[src/rtl/ifid_pkg.sv]
// rtl/ifid_pkg.sv - shared fetch packet type and NOP constant for the IF/ID buffer
package ifid_pkg;

    localparam int          PKT_XLEN = 32;
    localparam int          OPCODE_W = 7;
    localparam logic [31:0] NOP_INST = 32'h0000_0013;

    typedef struct packed {
        logic [PKT_XLEN-1:0] pc;
        logic [PKT_XLEN-1:0] inst;
    } fetch_pkt_t;

endpackage

[src/rtl/if_id_buffer.sv]
// rtl/if_id_buffer.sv - elastic IF->ID fetch buffer with flush; optional same-cycle bypass via IFID_BYPASS_EN
module if_id_buffer
    import ifid_pkg::*;
#(
    parameter int XLEN  = PKT_XLEN,
    parameter int DEPTH = 2
) (
    input  logic                     clk,
    input  logic                     rstn,
    input  logic                     flush,
    input  logic                     in_valid,
    output logic                     in_ready,
    input  logic [XLEN-1:0]          in_pc,
    input  logic [XLEN-1:0]          in_inst,
    output logic                     out_valid,
    input  logic                     out_ready,
    output logic [XLEN-1:0]          out_pc,
    output logic [XLEN-1:0]          out_inst,
    output logic [OPCODE_W-1:0]      out_opcode,
    output logic [$clog2(DEPTH):0]   count
);

    localparam int PTR_W = $clog2(DEPTH);
    localparam int CNT_W = PTR_W + 1;

    fetch_pkt_t       mem [DEPTH];
    logic [PTR_W-1:0] wr_ptr;
    logic [PTR_W-1:0] rd_ptr;
    logic [CNT_W-1:0] count_q;

    logic       empty;
    logic       full;
    logic       bypass;
    logic       push;
    logic       pop_mem;
    fetch_pkt_t head;

    assign empty    = (count_q == '0);
    assign full     = (count_q == CNT_W'(DEPTH));
    assign in_ready = !full;
    assign count    = count_q;

    always_comb begin
        head   = mem[rd_ptr];
        bypass = 1'b0;
`ifdef IFID_BYPASS_EN
        // Empty buffer: forward the incoming packet straight to ID this cycle
        if (empty && in_valid && !flush) begin
            bypass    = 1'b1;
            head.pc   = in_pc;
            head.inst = in_inst;
        end
`endif
    end

    // Flush masks out_valid so ID never consumes a wrong-path instruction
    assign out_valid  = !flush && (!empty || bypass);
    assign out_pc     = out_valid ? head.pc   : '0;
    assign out_inst   = out_valid ? head.inst : NOP_INST;
    assign out_opcode = out_inst[OPCODE_W-1:0];

    // A bypassed packet consumed the same cycle never touches storage
    assign push    = in_valid && in_ready && !flush && !(bypass && out_ready);
    assign pop_mem = out_valid && out_ready && !bypass;

    always_ff @(posedge clk or negedge rstn) begin
        if (!rstn) begin
            wr_ptr  <= '0;
            rd_ptr  <= '0;
            count_q <= '0;
        end else if (flush) begin
            wr_ptr  <= '0;
            rd_ptr  <= '0;
            count_q <= '0;
        end else begin
            if (push) begin
                wr_ptr <= wr_ptr + PTR_W'(1);
            end
            if (pop_mem) begin
                rd_ptr <= rd_ptr + PTR_W'(1);
            end
            case ({push, pop_mem})
                2'b10:   count_q <= count_q + CNT_W'(1);
                2'b01:   count_q <= count_q - CNT_W'(1);
                default: count_q <= count_q;
            endcase
        end
    end

    always_ff @(posedge clk) begin
        if (push) begin
            mem[wr_ptr] <= '{pc: in_pc, inst: in_inst};
        end
    end

endmodule

[config.mk]
export PLATFORM = sky130hd
export DESIGN_NAME = if_id_buffer
export DESIGN_NICKNAME = d
export VERILOG_FILES = /design/src/rtl/ifid_pkg.sv /design/src/rtl/if_id_buffer.sv
export SDC_FILE = /design/constraint.sdc
export NUM_CORES = 1
export LEC_CHECK = 0
export ABC_AREA = 1
export BUFFER_PORTS_ARGS = -buffer_cell sky130_fd_sc_hd__clkbuf_2
export CAP_MARGIN = 25
export CORE_MARGIN = 1.5
export CORE_UTILIZATION = 52
export DETAILED_ROUTE_END_ITERATION = 7
export GPL_TIMING_DRIVEN = 0
export PLACE_DENSITY = 0.78
export SETUP_SLACK_MARGIN = 0.1
export SLEW_MARGIN = 0
export SYNTH_ARGS = -nofsm -noshare
export SYNTH_HDL_FRONTEND = slang
export SYNTH_SLANG_ARGS = --single-unit
[constraint.sdc]
create_clock -name clk -period 4.8 [get_ports clk]
set_input_delay 0 -clock clk [delete_from_list [all_inputs] [get_ports clk]]
set_output_delay 0 -clock clk [all_outputs]
set_load 0.05 [all_outputs]
==> qor.txt <==
status: complete, no violations
GR Util All Layers: 20.8%
pin count of the biggest net entering global routing: 31
Area after DPL: 0.00643 mm²
Post-Synth XOR/XNOR Area: 0%
post-synthesis mux area share: 12.7%
Clock transition at path regs: 0.06 ns
GRT busiest layer: met2
CTS tree: yes
DRT antenna net count: 0
Tcrit/Tclk final: 52.8%
post-synthesis adder-cell area fraction: 0%
main combinational cell family by area after synthesis: multiplexers
ant diodes: 0
vias per cell: 4.75
Critical Path AT: 2.92 ns
Nets: 686
met1 usage: 21.8%
peak supply drop: 0.000236 V
Min-Delay Path Class: input port to register
H-Tree Depth: 4
CP Max Fanout: 5
Initial Util: 53.3%
synth top area cells: edfxtp_1, mux2_2, nand2_1, inv_1, dfrtp_1
sequential area share after synthesis: 72.3%
minimum clock period after layout: 2.53 ns
Fin Hold WS: 0.217 ns
startpoint types: register
final-layout fill cell count: 631
DR iter-0 viols: 178
WL/cell: 14.7 µm
Power, Total: 3.07 mW
CTS buffer count: 17
DRC viols: 0
Yosys reg bits: 132
antenna violations before repair: 0
CTS Hold Bufs: 71
Final Skew: 0.00548 ns
cts repair resizes: 0
Slew HR: 72.8%
EDFF count, synth: 128
multi-input logic area: 0.00111 mm²
vias in the first global route: 3737
Top Ports: 144
die height: 105 µm
LEAKAGE: 3.51 nW
most instantiated library cell after synthesis: edfxtp_1
Sink Count: 132
Crit. End Element: register
Commonest cells post-synth: edfxtp_1, nand2_1, inv_1
CORE AREA: 0.0102 mm²
Final Hold Vio Count: 0
top cell type by total area after synthesis: edfxtp_1
post-CTS setup buffers: 0
Slew Limit Fails: 0
RSZ-0062 raised after global routing: false
clk buf depth: 2
Crit Path Class: register to register
Final Util: 74.6%
Post-synth ARST share: 3.03%
global route overflow: 0
fin area: 0.00764 mm²
first-pass GRT wire length: 17.4 mm
first-pass detailed-route iteration total: 4
Cells after Synth: 380
syn avg cell area: 14.3 µm²
Area Overhead vs Synth: 40.0%
MaxCap Viol Count: 0
Max Clock Freq: 0.395 GHz
final WL: 11.2 mm
dpl cells: 663
Vias: 3625
CP required: 5.19 ns
Final Wtd Congestion: 0.763
final std cells w/o fill: 763
met2 usage: 38.7%
Yosys warning count: 0
Die Span X: 105 µm
Sequential cell area: 0.00394 mm²
port bufs: 143
share of the synthesized area in the top cell type: 70.5%
clock latency on the worst-skew pair: 0.50 ns
die area: 0.0111 mm²
synth unique cells: 20
met3 usage: 5.44%
layout cells sized above 1: 41.5%
row count: 37
Slew @ Worst Pin: 0.407 ns
Root Buffer: clkbuf_8
final setup fails: 0
Post-Synthesis Net Count: 449
HPWL Detailed: 6.79 mm
Compound-Gate Fraction of Synth Area: 0.711%
synthesized area: 0.00545 mm²
simple-gate share of the synthesized area: 6.56%
PwrDens: 402 mW/mm²
ys flop type: edfxtp_1
## report_power, final
group	total, mW	internal (mW)	switching (mW)
clock network	1.08	0.665	0.416
logic	0.644	0.226	0.418
registers	1.35	1.33	0.0171
## stage by stage
step                      setup slack [ns]  TNS (ns)
final                                 2.27         0
after global placement              -0.734    -86.11
after global routing                  2.14         0
after floorplan                      0.123         0
after detailed placement              2.93         0
after CTS                             2.39         0
## final cells by class
class | count | share of cell area (%)
Sequential cell | 132 | 51.6
Multi-Input combinational cell | 157 | 14.5
Tap cell | 136 | 2.23
Buffer | 22 | 2.08
Clock inverter | 9 | 0.868
Inverter | 69 | 3.39
Timing Repair Buffer | 218 | 19.7
Clock buffer | 20 | 5.57
## cells in the final DEF, fill, tap and decap left out
master         Yosys  routed
nor2_2             2       2
mux2_2            59      59
o22ai_1            1       1
a21oi_1            1       1
mux2_4             2       2
inv_2              1       1
clkbuf_16          0      16
buf_4             12      12
nor2_1             3       1
buf_12             0       4
clkinv_1           0       3
nand2_2            1       1
nor2_4             0       2
bufinv_16          0       1
clkbuf_2           0     143
nand3_1            3       3
clkbuf_1           0       3
o211ai_1           3       3
o21ai_0            1       1
clkbuf_8           0       1
dfrtp_1            4       4
edfxtp_1         128     128
nand4_1            1       1
clkinv_2           0       5
inv_1             68      68
buf_2              7       7
buf_6              3       3
nand2_1           79      79
dlygate4sd3_1      0      71
nand3_2            1       1
## cells by family (layout without fill, tap and decap cells)
kind of cell           count (synthesis)  after routing
DFF                                  132            132
buffers and inverters                 91            338
and+or+nand+nor                       90             90
muxes                                 61             61
AOI/OAI and AO/OA                      6              6
## routing by layer
metal | up-vias | share of wire (%)
met4 | 0 | 2.2
met5 | - | 0
met3 | 23 | 4.0
met1 | 1741 | 38
li1 | 1751 | -
met2 | 110 | 55
## sequential cells by signal, indices dropped and copies added, names as in the netlist
signal	flops
count	2
mem	128
rd_ptr	1
wr_ptr	1
## critical path, stage by stage, from the launching register on
cell	delay (ns)
dfrtp_1	0.43
inv_1	0.14
nand2_1	0.13
nand2_2	0.17
nand3_2	0.13
nand2_1	0.11
nor2_2	0.03
dlygate4sd3_1	0.57
nand2_1	0.09
nand2_1	0.06
dlygate4sd3_1	0.55
## path summary, 6_finish.rpt
| check | endpoint | cells past startpoint | slack, ns | from |
|---|---|---|---|---|
| min in group asynchronous | count[1] | 3 | 0.42 | rstn |
| setup / recovery | count[1] | 10 | 2.27 | count[0] |
| hold reg to reg | wr_ptr | 1 | 0.55 | wr_ptr |
| setup reg to reg | count[1] | 10 | 2.27 | count[0] |
| max in group asynchronous | count[0] | 3 | 4.22 | rstn |
| hold / removal | mem[0][4] | 2 | 0.22 | in_inst[4] |
(Power assumes the default switching activity.)
